[src/rtl/pll_reset_sequencer.sv]
// Supervises NUM_PLLS PLLs: filters lock flags, retries lock timeouts, releases domain resets in stages.
// Optional per-channel masking is compiled in with `define RSEQ_CHANNEL_MASK_EN.
module pll_reset_sequencer #(
  parameter int NUM_PLLS      = 4,
  parameter int ARESET_CYCLES = 4,
  parameter int LOCK_FILTER   = 8,
  parameter int LOCK_TIMEOUT  = 1000,
  parameter int STAGE_DELAY   = 16,
  parameter int MAX_RETRIES   = 3
) (
  input  logic                clk_100m_in,
  input  logic                rst_n,
  input  logic [NUM_PLLS-1:0] pll_locked,
`ifdef RSEQ_CHANNEL_MASK_EN
  input  logic [NUM_PLLS-1:0] chan_mask,
`endif
  output logic [NUM_PLLS-1:0] pll_areset,
  output logic [NUM_PLLS-1:0] domain_reset_n,
  output logic                locked,
  output logic                fault,
  output logic [3:0]          retry_count,
  output logic [NUM_PLLS-1:0] lock_status
);

  localparam int REL_LAST = STAGE_DELAY * NUM_PLLS;
  localparam int CNT_MAX0 = (LOCK_TIMEOUT > REL_LAST) ? LOCK_TIMEOUT : REL_LAST;
  localparam int CNT_MAX  = (CNT_MAX0 > ARESET_CYCLES) ? CNT_MAX0 : ARESET_CYCLES;
  localparam int CNT_W    = $clog2(CNT_MAX + 1);
  localparam int FILT_W   = $clog2(LOCK_FILTER + 1);

  typedef enum logic [2:0] {
    S_PLL_RESET = 3'd0,
    S_WAIT_LOCK = 3'd1,
    S_RELEASE   = 3'd2,
    S_RUN       = 3'd3,
    S_FAULT     = 3'd4
  } state_e;

  state_e              state_q, state_d;
  logic [CNT_W-1:0]    cnt_q, cnt_d;
  logic [3:0]          retry_q, retry_d;
  logic [NUM_PLLS-1:0] areset_q, areset_d;
  logic [NUM_PLLS-1:0] drn_q, drn_d;
  logic                locked_q, locked_d;
  logic                fault_q, fault_d;
  logic [NUM_PLLS-1:0] sync1_q, sync2_q;
  logic [FILT_W-1:0]   filt_q [NUM_PLLS];
  logic [FILT_W-1:0]   filt_d [NUM_PLLS];
  logic [NUM_PLLS-1:0] ls_q, ls_d;
  logic [NUM_PLLS-1:0] mask_s;
  logic                lock_all_s;

`ifdef RSEQ_CHANNEL_MASK_EN
  logic [NUM_PLLS-1:0] mask_q;

  // The mask is quasi-static, so it is only captured while the PLLs are held in reset.
  always_ff @(posedge clk_100m_in) begin
    if (!rst_n) begin
      mask_q <= {NUM_PLLS{1'b0}};
    end else if (state_q == S_PLL_RESET) begin
      mask_q <= chan_mask;
    end else begin
      mask_q <= mask_q;
    end
  end

  assign mask_s = mask_q;
`else
  assign mask_s = {NUM_PLLS{1'b0}};
`endif

  // Lock filters restart from zero whenever the PLLs are being reset.
  always_comb begin
    for (int k = 0; k < NUM_PLLS; k++) begin
      filt_d[k] = filt_q[k];
      if (state_q == S_PLL_RESET) begin
        filt_d[k] = {FILT_W{1'b0}};
      end else if (!sync2_q[k]) begin
        filt_d[k] = {FILT_W{1'b0}};
      end else if (filt_q[k] != FILT_W'(LOCK_FILTER)) begin
        filt_d[k] = filt_q[k] + {{(FILT_W-1){1'b0}}, 1'b1};
      end else begin
        filt_d[k] = filt_q[k];
      end
      ls_d[k] = (filt_d[k] == FILT_W'(LOCK_FILTER)) & ~mask_s[k];
    end
  end

  assign lock_all_s = &(ls_q | mask_s);

  always_comb begin
    state_d  = state_q;
    cnt_d    = cnt_q;
    retry_d  = retry_q;
    areset_d = areset_q;
    drn_d    = drn_q;
    locked_d = locked_q;
    fault_d  = fault_q;
    case (state_q)
      S_PLL_RESET: begin
        areset_d = {NUM_PLLS{1'b1}};
        drn_d    = {NUM_PLLS{1'b0}};
        locked_d = 1'b0;
        if (cnt_q == CNT_W'(ARESET_CYCLES - 1)) begin
          state_d  = S_WAIT_LOCK;
          cnt_d    = {CNT_W{1'b0}};
          areset_d = mask_s;
        end else begin
          cnt_d = cnt_q + {{(CNT_W-1){1'b0}}, 1'b1};
        end
      end
      S_WAIT_LOCK: begin
        if (lock_all_s) begin
          state_d = S_RELEASE;
          cnt_d   = {CNT_W{1'b0}};
        end else if (cnt_q == CNT_W'(LOCK_TIMEOUT - 1)) begin
          retry_d  = retry_q + 4'd1;
          cnt_d    = {CNT_W{1'b0}};
          areset_d = {NUM_PLLS{1'b1}};
          if (retry_d == 4'(MAX_RETRIES)) begin
            state_d = S_FAULT;
            fault_d = 1'b1;
          end else begin
            state_d = S_PLL_RESET;
          end
        end else begin
          cnt_d = cnt_q + {{(CNT_W-1){1'b0}}, 1'b1};
        end
      end
      S_RELEASE, S_RUN: begin
        if (!lock_all_s) begin
          // Lock loss drops every domain at once and restarts the whole sequence.
          state_d  = S_PLL_RESET;
          cnt_d    = {CNT_W{1'b0}};
          areset_d = {NUM_PLLS{1'b1}};
          drn_d    = {NUM_PLLS{1'b0}};
          locked_d = 1'b0;
        end else if (state_q == S_RUN) begin
          locked_d = 1'b1;
        end else if (cnt_q == CNT_W'(REL_LAST)) begin
          state_d  = S_RUN;
          cnt_d    = {CNT_W{1'b0}};
          locked_d = 1'b1;
        end else begin
          cnt_d = cnt_q + {{(CNT_W-1){1'b0}}, 1'b1};
          for (int k = 0; k < NUM_PLLS; k++) begin
            if (cnt_d == CNT_W'(STAGE_DELAY * (k + 1))) begin
              drn_d[k] = ~mask_s[k];
            end else begin
              drn_d[k] = drn_q[k];
            end
          end
        end
      end
      S_FAULT: begin
        areset_d = {NUM_PLLS{1'b1}};
        drn_d    = {NUM_PLLS{1'b0}};
        locked_d = 1'b0;
        fault_d  = 1'b1;
      end
      default: begin
        state_d  = S_PLL_RESET;
        cnt_d    = {CNT_W{1'b0}};
        areset_d = {NUM_PLLS{1'b1}};
        drn_d    = {NUM_PLLS{1'b0}};
        locked_d = 1'b0;
      end
    endcase
  end

  always_ff @(posedge clk_100m_in) begin
    if (!rst_n) begin
      state_q  <= S_PLL_RESET;
      cnt_q    <= {CNT_W{1'b0}};
      retry_q  <= 4'd0;
      areset_q <= {NUM_PLLS{1'b1}};
      drn_q    <= {NUM_PLLS{1'b0}};
      locked_q <= 1'b0;
      fault_q  <= 1'b0;
      sync1_q  <= {NUM_PLLS{1'b0}};
      sync2_q  <= {NUM_PLLS{1'b0}};
      ls_q     <= {NUM_PLLS{1'b0}};
      for (int k = 0; k < NUM_PLLS; k++) begin
        filt_q[k] <= {FILT_W{1'b0}};
      end
    end else begin
      state_q  <= state_d;
      cnt_q    <= cnt_d;
      retry_q  <= retry_d;
      areset_q <= areset_d;
      drn_q    <= drn_d;
      locked_q <= locked_d;
      fault_q  <= fault_d;
      sync1_q  <= pll_locked;
      sync2_q  <= sync1_q;
      ls_q     <= ls_d;
      for (int k = 0; k < NUM_PLLS; k++) begin
        filt_q[k] <= filt_d[k];
      end
    end
  end

  assign pll_areset     = areset_q;
  assign domain_reset_n = drn_q;
  assign locked         = locked_q;
  assign fault          = fault_q;
  assign retry_count    = retry_q;
  assign lock_status    = ls_q;

endmodule

[config.mk]
export PLATFORM = sky130hd
export DESIGN_NAME = pll_reset_sequencer
export DESIGN_NICKNAME = d
export VERILOG_FILES = /design/src/rtl/pll_reset_sequencer.sv
export SDC_FILE = /design/constraint.sdc
export NUM_CORES = 1
export LEC_CHECK = 0
export BUFFER_PORTS_ARGS = -buffer_cell sky130_fd_sc_hd__buf_2
export CAP_MARGIN = 20
export CORE_ASPECT_RATIO = 0.5
export CORE_MARGIN = 5
export CORE_UTILIZATION = 30
export CTS_CLUSTER_SIZE = 30
export DETAILED_ROUTE_END_ITERATION = 6
export PLACE_DENSITY = 0.44
export SETUP_SLACK_MARGIN = 0.15
export SYNTH_ARGS = -nofsm -noshare
export SYNTH_HDL_FRONTEND = slang
export SYNTH_SLANG_ARGS = --single-unit
[constraint.sdc]
create_clock -name clk_100m_in -period 2.7 [get_ports clk_100m_in]
set_input_delay 0.54 -clock clk_100m_in [delete_from_list [all_inputs] [get_ports clk_100m_in]]
set_output_delay 0.54 -clock clk_100m_in [all_outputs]
set_load 0.02 [all_outputs]
Word level (Yosys, flattened, before mapping) --
Memories as Yosys holds them, arrays and structs flattened. Cells that the tools add are included.
Storage, ports and cells: bits in writable memories 16, memories 1, output and inout port bits 18, bits in registers 39, bits of input ports 6
Memories:
- filt_q | words 4, width 4, read ports 4, clocked after memory_dff 0, write ports 4, RTL line 47 | logic [FILT_W-1:0] filt_q [NUM_PLLS];
Cells by class: multiplexer cells 54, $add $sub $neg 6, equal/unequal tests 34, bitwise gates (word level) 7, reductions and logical operators 14
Operator list (count):
- 4-bit two-way mux | 23
- 10-bit two-way mux | 6
- 10-bit case mux with 4 select lines | 1
- 3-bit != test, second input constant | 8
- 4-bit AND reduction | 6
- 3-bit two-way mux | 7
- 4-bit by 1-bit adder with 4-bit output, second input constant | 5
- 10-bit by 6-bit == test with 1-bit output, second input constant | 2
- 10-bit by 7-bit == test with 1-bit output, second input constant | 2
- 4-bit != test, second input constant | 5
- 4-bit == test, second input constant | 4
- 1-bit two-way mux | 12
- 3-bit case mux with 4 select lines | 1
- 4-bit case mux with 3 select lines | 1
- 10-bit by 1-bit adder with 10-bit output, second input constant | 1
- 10-bit == test, second input constant | 1
- 10-bit by 2-bit == test with 1-bit output, second input constant | 1
- 10-bit by 5-bit == test with 1-bit output, second input constant | 1
- 2-bit != test, second input constant | 4
- 4-bit case mux with 2 select lines | 1
- 3-bit by 2-bit == test with 1-bit output, second input constant | 2
- 3-bit AND reduction | 2
- 5-bit AND reduction | 1
- 4-bit by 2-bit == test with 1-bit output, second input constant | 1
- other kinds (10) | 17

Depth between registers and ports, before layout --
Gate-level depths: netlist of run 1.
word-level depth 7, mapped depth 8, depth with buffers taken out 7

Worst setup path after synthesis of run 1 --
No wires, ideal clock.
path kind register -> register, from register cnt_q[0], to register drn_q[1], in the netlist domain_reset_n[1], setup slack 0.608 ns, cell stages (with the launch flop) 7, arrival time 1.991 ns, setup time 0.101 ns, data required time 2.599 ns, cells stage by stage dfxtp_1 ha_1 and4_1 a211oi_1 a31oi_1 or4_1 o41ai_1
On the way: cells in the longest elaborated chain, start to end 4, elaborated cells between the ends (all ways) 6, those cells by class add/sub: 1; eq/ne: 4; reduce/logical: 1
Ends and longest elaborated chain:
- start: declaration | RTL line 40 | logic [CNT_W-1:0] cnt_q, cnt_d;
- start signal: assignment | RTL line 174 | cnt_q <= {CNT_W{1'b0}};
- start signal: assignment | RTL line 188 | cnt_q <= cnt_d;
- 10-bit by 1-bit adder with 10-bit output | RTL line 145 | cnt_d = cnt_q + {{(CNT_W-1){1'b0}}, 1'b1};
- 10-bit by 6-bit == test with 1-bit output | RTL line 147 | if (cnt_d == CNT_W'(STAGE_DELAY * (k + 1))) begin
- 3-bit != test (no source line)
- 4-bit AND reduction (no source line) (*)
- end signal: assignment | RTL line 177 | drn_q <= {NUM_PLLS{1'b0}};
- end signal: assignment | RTL line 191 | drn_q <= drn_d;
- end: declaration | RTL line 43 | logic [NUM_PLLS-1:0] drn_q, drn_d;
Mark *: on every way between the ends. The rest lies on a longest branch, timed or not. A chain may end at the register's enable or synchronous reset.

Worst setup path after layout of run 1 --
from register cnt_q[3], to register drn_q[1], in the netlist domain_reset_n[1]
Same word-level chain as after synthesis.

==> results of run 1 <==
==> cells in the mapped netlist, types with 3 or more instances <==
| master | count |
|---|---|
| and4_1 | 3 |
| clkbuf_1 | 6 |
| or4_1 | 3 |
| ha_1 | 13 |
| o21ai_1 | 3 |
| nand2_1 | 39 |
| o211ai_1 | 3 |
| o31ai_1 | 4 |
| nor3b_1 | 3 |
| nand3_1 | 11 |
| a31oi_1 | 4 |
| buf_4 | 5 |
| nand4_1 | 6 |
| inv_1 | 18 |
| dfxtp_1 | 52 |
| and3_1 | 10 |
| nand2b_1 | 3 |
| and2_1 | 14 |
| or3_1 | 6 |
| xor2_1 | 8 |
| nor3_1 | 10 |
| nor2_1 | 30 |
| o21ai_0 | 4 |
| mux2_2 | 3 |
| a21oi_1 | 6 |
| xnor2_1 | 9 |
==> power groups by stage <==
stage	logic (mW)	registers, mW	clock network, mW
2_1_floorplan	0.368	0.857	0
3_3_place_gp	0.478	0.867	0
3_5_place_dp	0.479	0.869	0
4_1_cts	0.483	0.851	0.756
5_1_grt	0.544	0.863	0.791
6_report	0.477	0.854	0.728
==> registers in the layout, summed over array words and instances, names as in the netlist <==
register	cells
domain_reset_n	4
pll_areset	1
locked	1
filt_q	16
lock_status	4
retry_count	4
cnt_q	10
sync1_q	4
state_q	3
fault	1
sync2_q	4
==> layout make-up <==
class                           instances  area share
Timing Repair Buffer                   28     0.05041
Multi-Input combinational cell        224      0.4793
Tap cell                              117     0.04835
Inverter                               18     0.02231
Clock buffer                            6     0.04256
Sequential cell                        52      0.3442
Clock inverter                          2     0.01281
==> final timing paths <==
kind / end / slack, ps
max: domain_reset_n[1] / 340
min: sync2_q[3] / 430
max reg2reg: domain_reset_n[1] / 340
min reg2reg: sync2_q[3] / 430
==> cell families (layout without fill, tap and decap cells) <==
logic type,after synthesis,after routing,share of synthesized area
AND/OR/NAND/NOR,147,147,0.2864
flip-flops,52,52,0.3945
AO/OA/AOI/OAI,42,42,0.1242
buffers and inverters,32,54,0.05642
XOR/XNOR,17,17,0.05643
adder cells (fa/ha/maj),13,13,0.06164
multiplexers,5,5,0.02039
==> layer usage <==
layer,up-vias,track usage,share of wire
li1,1116,-,-
met5,-,0,0
met4,0,0.03700,0.014
met3,7,0.02696,0.041
met2,25,0.1849,0.47
met1,1000,0.1420,0.47
==> metrics by stage <==
stage	hold slack, ps	area (um2)
after floorplan	411.9	2639
after global placement	420.5	2856
after detailed placement	417.7	2856
after CTS	434.5	3024
after global routing	450.1	3028
final	434.1	3028
==> timing repair <==
action | CTS | global route
resized for setup | 0 | 2
setup endpoints to repair | 0 | 3
hold buffers | 0 | 0
hold endpoints to repair | 0 | 0
==> worst reg2reg max path, cell delays in order (launching register included) <==
cell,delay [ps]
dfxtp_1,530
nand4_1,240
or3_1,410
xnor2_1,140
or4_1,600
o41ai_1,340
==> results.json, run 1 <==
{
  "status": "completed",
  "min-delay-path-class": "reg -> reg",
  "min_path_cells": 1,
  "antenna_cells": 0,
  "die_area_um2": 10890,
  "cts_inserted_buffers": 5,
  "worstPathMaxFanout": 10,
  "postCtsSetupRepairBufs": 0,
  "final.setup_skew_ps": 4.290,
  "synth_enable_flop_cells": 0,
  "required_time_worst_endpoint_ps": 2890,
  "grt_max_degree": 22,
  "final.setup.worst_slack_ps": 335.8,
  "library_cell_with_the_largest_summed_area_after_synthesis": "dfxtp_1",
  "clkPwrFrac": 0.354,
  "grt_pass1_vias": 2122,
  "filler_cell_count_in_the_final_layout": 904,
  "place_ws_ps": 329.1,
  "max_cap_violations": 0,
  "synth_area_um2": 2639,
  "drt.antenna.violating_nets": 0,
  "netlist_top_cells_area": "dfxtp_1, ha_1, nand2_1",
  "layout-area-overhead-vs-synth_pct": 14.75,
  "grt_pass1_wl_mm": 10.01,
  "crit_chain": "nand4_1 -> or3_1 -> xnor2_1 -> or4_1 -> o41ai_1",
  "fmaxAchievable_mhz": 423.0,
  "worstSetupStartpoint": "cnt_q[3]",
  "worstRegToRegCells": 5,
  "number_of_sinks_driven_by_the_clock_tree": 52,
  "final_min_period_over_clock_period": 0.8756,
  "p_total_mw": 2.058,
  "crit_path_end_kind": "flip-flop",
  "final_layout_size_suffix_gt1_frac": 0.1394,
  "p_leak_nw": 1.190,
  "initial_core_util": 0.3051,
  "postSynthNetCount": 327,
  "worst-slew-pin-transition_ps": 585.1,
  "timing.hold.worst.start": "sync1_q[3]",
  "portBuffers": 23,
  "h_tree_depth": 2,
  "cellPowerDensity_nw_per_um2": 679.7,
  "die_w_um": 142.6,
  "crit_type": "reg -> reg",
  "p_seq_frac": 0.415,
  "max-vdd-ir-drop_mv": 0.2586,
  "via_count": 2148,
  "syn_avg_cell_area_um2": 8.567,
  "ff_latch_area_um2": 1042,
  "critical_path_buf_inv_count": 0,
  "standard_cell_row_count": 24,
  "yosysWarningCount": 0,
  "nNetsFinal": 348,
  "arrival_ps": 2550,
  "layout_min_cycle_time_ps": 2364,
  "floorplan.core_area_um2": 8648,
  "critical_path.max_stage_delay_ps": 600,
  "drt-total-wl_mm": 5.765,
  "route.detailed.wl_per_inst_um": 12.90,
  "globalRouteTotalUtil": 0.1116,
  "final-max-slew-violation-count": 0,
  "net_switching_power_figure_uw": 618.0,
  "synth-seq-area-share": 0.3945,
  "gr-total-overflow": 0,
  "critical-path-top-delay-family": "simple AND/OR/NAND/NOR gates",
  "setup_total_negative_slack_ps": 0,
  "multi_input_comb_area_um2": 1451,
  "synthDistinctLibCells": 51,
  "critPathLaunchType": "flip-flop",
  "setup_viol": 0,
  "numPlacedInstances": 439,
  "routabilityCongestion": 0.8368,
  "synth_ff_type": "dfxtp_1",
  "synthesis.instances": 308,
  "rr_startpoint": "cnt_q[3]",
  "synthDominantCellAreaShare": 0.3945,
  "final_hold_viol_count": 0,
  "clock_tree_root_buffer_cell": "clkbuf_16",
  "power.switching_fraction": 0.3003,
  "critical_path_cell_count": 5,
  "route.detailed.vias_per_inst": 4.805,
  "worstSkewPairLatency_ps": 290,
  "finalCoreUtilization": 0.3501,
  "floorplan.die.height_um": 76.32,
  "drc": 0,
  "grt_antenna_before_repair": 0,
  "clk_pin_slew_ps": 70,
  "ys_ff_latch": 52,
  "mostFrequentLayoutCells": "dfxtp_1, nand2_1, nor2_1",
  "worst_path_max_delay_cell": "or4_1",
  "detail_route.first_pass.iterations": 4,
  "p_comb_frac": 0.232,
  "drtIter0Drc": 152,
  "layout.cells.non_filler": 447,
  "synth-async-reset-ratio": 0,
  "place_hpwl_mm": 4.317,
  "clk_path_buf_depth": 2,
  "worst_rel_slew_slack": 0.6099,
  "cell_internal_pwr_mw": 1.440,
  "top_level_ports": 24,
  "layout_commonest_cell": "dfxtp_1",
  "rsz0062_at_grt": "false",
  "tritoncts": "yes"
}
No activity file was read; power rests on OpenSTA's default activity.
==> inputs of run 2 (changes only) <==
Settings changed: RECOVER_POWER set to 25.
==> run 2 against run 1 <==
Compared with the run above:
- clock-buffer cell count unchanged
- core utilization shrank 0.14 points
- clock power barely moved
- power hardly changed
- final cell count did not move
- critical path type unchanged
- via count grew 0.28%
- worst setup slack got worse by 4.7 ps
==> results.json, run 2 (synthesis gave the netlist of run 1 again) <==
{
  "status": "completed",
  "via_count": 2154,
  "layout-area-overhead-vs-synth_pct": 14.27,
  "drc": 0,
  "portBuffers": 23,
  "grt_max_degree": 22,
  "final_area_um2": 3015,
  "crit_chain": "nand4_1 -> or3_1 -> xnor2_1 -> or4_1 -> o41ai_1",
  "setup_viol": 0,
  "grt_antenna_before_repair": 0,
  "fmaxAchievable_mhz": 422.1,
  "drt.antenna.violating_nets": 0,
  "clkPwrFrac": 0.354,
  "layout.cells.non_filler": 447,
  "layout_min_cycle_time_ps": 2369,
  "max_flop_register": "filt_q",
  "worstSetupStartpoint": "cnt_q[3]",
  "net_switching_power_figure_uw": 619.5,
  "antenna_cells": 0,
  "p_seq_frac": 0.415,
  "mostFrequentLayoutCells": "dfxtp_1, nand2_1, nor2_1",
  "worstPathMaxFanout": 10,
  "cell_internal_pwr_mw": 1.439,
  "placement.cell_area_um2": 2856,
  "drtIter0Drc": 155,
  "die_area_um2": 10890,
  "final_layout_size_suffix_gt1_frac": 0.1091,
  "worstRegToRegCells": 5,
  "critical_path.max_stage_delay_ps": 600,
  "crit_path_end_kind": "flip-flop",
  "gr-total-overflow": 0,
  "worstSetupEndpoint": "domain_reset_n[1]",
  "numPlacedInstances": 439,
  "largest_register_ff_count": 16,
  "detail_route.first_pass.iterations": 6,
  "initial_core_util": 0.3051,
  "layout_top_registers": "filt_q x16, cnt_q x10",
  "finalCoreUtilization": 0.3487,
  "power.switching_fraction": 0.3009,
  "p_comb_frac": 0.231,
  "worst_path_max_delay_cell": "or4_1",
  "cellPowerDensity_nw_per_um2": 682.8,
  "rr_startpoint": "cnt_q[3]",
  "standard_cell_row_count": 24,
  "nNetsFinal": 348,
  "clk_pin_slew_ps": 70,
  "final-max-slew-violation-count": 0,
  "grt_pass1_vias": 2122,
  "r2r_end": "domain_reset_n[1]",
  "worst_rel_slew_slack": 0.4992,
  "h_tree_depth": 2,
  "worstSkewPairLatency_ps": 290,
  "p_total_mw": 2.059,
  "postCtsSetupRepairBufs": 0,
  "required_time_worst_endpoint_ps": 2890,
  "tritoncts": "yes",
  "clock_tree_root_buffer_cell": "clkbuf_16",
  "grt_pass1_wl_mm": 10.01,
  "route.detailed.vias_per_inst": 4.819,
  "crit_type": "reg -> reg",
  "place_hpwl_mm": 4.317,
  "layout_commonest_cell": "dfxtp_1",
  "rsz0062_at_grt": "false",
  "die_w_um": 142.6,
  "floorplan.die.height_um": 76.32,
  "arrival_ps": 2560,
  "setup_total_negative_slack_ps": 0,
  "number_of_sinks_driven_by_the_clock_tree": 52,
  "p_leak_nw": 1.142,
  "clk_path_buf_depth": 2,
  "top_level_ports": 24,
  "route.detailed.wl_per_inst_um": 12.96,
  "globalRouteTotalUtil": 0.1116,
  "final_min_period_over_clock_period": 0.8774,
  "final_hold_viol_count": 0,
  "cts_inserted_buffers": 5,
  "floorplan.core_area_um2": 8648,
  "worst-slew-pin-transition_ps": 751.2,
  "final.setup_skew_ps": 4.633,
  "min-delay-path-class": "reg -> reg",
  "r2r_slack_ps": 330,
  "max-vdd-ir-drop_mv": 0.2581,
  "routabilityCongestion": 0.8368,
  "drt-total-wl_mm": 5.794,
  "critPathLaunchType": "flip-flop",
  "max_cap_violations": 0
}
==> run 2: final cells by class <==
type | instances | area [um2]
flip-flops and latches | 52 | 1042
repair buffers | 28 | 140.1
clock inverters | 2 | 38.79
fillers | 903 | 5633
well taps | 117 | 146.4
inverters | 18 | 67.56
clock buffers | 6 | 128.9
multi-input cells | 224 | 1451
==> run 2: worst min-delay path by stage <==
stage | startpoint | to | slack, ps | depth (start not counted)
after global routing | sync1_q[1] | sync2_q[1] | 460 | 1
after detailed placement | sync1_q[3] | sync2_q[3] | 420 | 1
after floorplan | sync1_q[0] | sync2_q[0] | 410 | 1
final | sync1_q[3] | sync2_q[3] | 430 | 1
after global placement | sync1_q[3] | sync2_q[3] | 420 | 1
after CTS | sync1_q[3] | sync2_q[3] | 430 | 1
==> run 2: power by group through the flow <==
stage                     sequential, mW  combinational (mW)  clock (mW)
after detailed placement           0.869               0.479           0
after CTS                          0.851               0.483       0.756
after global placement             0.867               0.478           0
final                              0.854               0.476       0.729
after global routing               0.863               0.543       0.791
after floorplan                    0.857               0.368           0
==> run 2: per-stage QoR <==
step                worst slack (ps)  hold slack, ps
finish                         331.0           434.5
global route                   152.2           457.8
CTS                            283.7           434.5
detailed placement             329.1           417.7
global placement               440.0           420.5
floorplan                      607.8           411.9
==> run 2: repair_timing <==
action | in CTS | in global routing
setup endpoints to repair | 0 | 3
resized for setup | 0 | 2
hold buffers | 0 | 0
==> run 2: per-layer routing <==
| metal | track usage | share of wire |
|---|---|---|
| met3 | 0.02696 | 0.039 |
| met2 | 0.1849 | 0.47 |
| met4 | 0.03700 | 0.014 |
| met5 | 0 | 0 |
| met1 | 0.1420 | 0.48 |
==> run 2: worst max-delay path, delay by kind of cell, from the launching register on <==
family | cells | cell delay [ps]
xor gates and xnor gates | 1 | 140
AOI/OAI and AO/OA | 1 | 340
and+or+nand+nor | 3 | 1250
DFF | 1 | 530
==> inputs of run 3 (changes only) <==
Settings changed: CTS_BUF_LIST set to sky130_fd_sc_hd__clkbuf_8, SKIP_CTS_REPAIR_TIMING set to 1.
==> run 3 against run 2 <==
Compared with the run above:
- final cell count unchanged
- worst setup slack got worse by 1.4 ps
- maximum frequency barely moved
- via count grew 0.14%
- die area stayed put
- final area fell by 1.9%
- critical path depth unchanged
- critical endpoint unchanged
==> results.json, run 3 (synthesis gave the netlist of run 1 again) <==
{
  "portBuffers": 23,
  "grt_antenna_before_repair": 0,
  "setup_total_negative_slack_ps": 0,
  "cellPowerDensity_nw_per_um2": 632.4,
  "min-delay-path-class": "in -> reg",
  "layout_commonest_cell": "dfxtp_1",
  "required_time_worst_endpoint_ps": 2910,
  "worst-slew-pin-transition_ps": 761.0,
  "final_layout_size_suffix_gt1_frac": 0.1091,
  "standard_cell_row_count": 24,
  "final_min_period_over_clock_period": 0.8779,
  "fmaxAchievable_mhz": 421.9,
  "floorplan.core_area_um2": 8648,
  "worstSkewPairLatency_ps": 310,
  "layout.cells.non_filler": 447,
  "topRoutingLayerUsed": "met4",
  "final_area_um2": 2959,
  "worstPathMaxFanout": 10,
  "clk_pin_slew_ps": 90,
  "die_area_um2": 10890,
  "drtIter0Drc": 91,
  "grt_pass1_vias": 2125,
  "final.setup.worst_slack_ps": 329.6,
  "final.setup_skew_ps": 3.176,
  "max-vdd-ir-drop_mv": 0.1939,
  "die_w_um": 142.6,
  "placement.cell_area_um2": 2856,
  "place_ws_ps": 329.1,
  "filler_cell_count_in_the_final_layout": 911,
  "clk_path_buf_depth": 2,
  "initial_core_util": 0.3051,
  "hold_slack_ps": 430.5,
  "final-max-slew-violation-count": 0,
  "layout_min_cycle_time_ps": 2370,
  "numPlacedInstances": 439,
  "route.detailed.vias_per_inst": 4.826,
  "place_hpwl_mm": 4.317,
  "layout_top_registers": "filt_q x16, cnt_q x10",
  "floorplan.die.height_um": 76.32,
  "met2RoutedLength_mm": 2.719,
  "detail_route.first_pass.iterations": 6,
  "drt-total-wl_mm": 5.759,
  "arrival_ps": 2580,
  "drt.antenna.violating_nets": 0,
  "met1_length_mm": 2.761,
  "rsz0062_at_grt": "false",
  "layout-area-overhead-vs-synth_pct": 12.14,
  "antenna_cells": 0,
  "status": "completed",
  "cts_inserted_buffers": 5,
  "grt_pass1_wl_mm": 9.998,
  "max_cap_violations": 0,
  "drc": 0,
  "wl_met3_um": 203,
  "max_flop_register": "filt_q",
  "clock_tree_root_buffer_cell": "clkbuf_8",
  "final_hold_viol_count": 0,
  "critPathLaunchType": "flip-flop",
  "worst_rel_slew_slack": 0.4927,
  "globalRouteTotalUtil": 0.1114,
  "setup_viol": 0,
  "tritoncts": "yes",
  "number_of_sinks_driven_by_the_clock_tree": 52,
  "h_tree_depth": 2,
  "route.detailed.wl_per_inst_um": 12.88,
  "finalCoreUtilization": 0.3422,
  "top_level_ports": 24,
  "p_total_mw": 1.871,
  "p_leak_nw": 1.120,
  "crit_type": "reg -> reg",
  "routabilityCongestion": 0.8368,
  "mostFrequentLayoutCells": "dfxtp_1, nand2_1, nor2_1",
  "largest_register_ff_count": 16,
  "via_count": 2157,
  "nNetsFinal": 348,
  "crit_path_end_kind": "flip-flop",
  "gr-total-overflow": 0,
  "grt_max_degree": 22
}
## run 3: changes by cell type in the layout (fill, tap and decap cells not counted)
cell	previous run	this run
inv_1	18	19
and2_1	8	7
clkbuf_16	5	0
clkbuf_8	0	5
and2_0	6	7
clkbuf_1	11	10
## run 3: routing by layer
layer	vias up	GRT usage
met5	-	0
met4	0	0.03416
met3	7	0.02696
met2	21	0.1863
met1	1013	0.1413
li1	1116	-
## run 3: final timing paths
check             slack, ps  cells past startpoint           endpoint          start
hold / removal          430                      2         sync1_q[3]  pll_locked[3]
hold reg to reg         440                      1         sync2_q[3]     sync1_q[3]
setup reg to reg        330                      5  domain_reset_n[1]       cnt_q[3]
setup / recovery        330                      5  domain_reset_n[1]       cnt_q[3]
## run 3: cell type report
| class | instances | area [um2] | share of cell area |
|---|---|---|---|
| multi-input cells | 224 | 1451 | 0.4905 |
| flip-flops and latches | 52 | 1042 | 0.3522 |
| well taps | 117 | 146.4 | 0.04947 |
| repair buffers | 28 | 140.1 | 0.04736 |
| clock buffers | 5 | 68.82 | 0.02326 |
| inverters | 18 | 67.56 | 0.02283 |
| clock inverters | 3 | 42.54 | 0.01438 |
## run 3: worst max-delay path, cell delays in order, from the launching register on
cell and delay (ps):
dfxtp_1 530, nand4_1 240, or3_1 410, xnor2_1 140, or4_1 600, o41ai_1 340
## run 3: power breakdown
group	switching (mW)	internal, mW
sequential	0.0478	0.806
clock	0.265	0.277
combinational	0.284	0.192
total	0.597	1.27
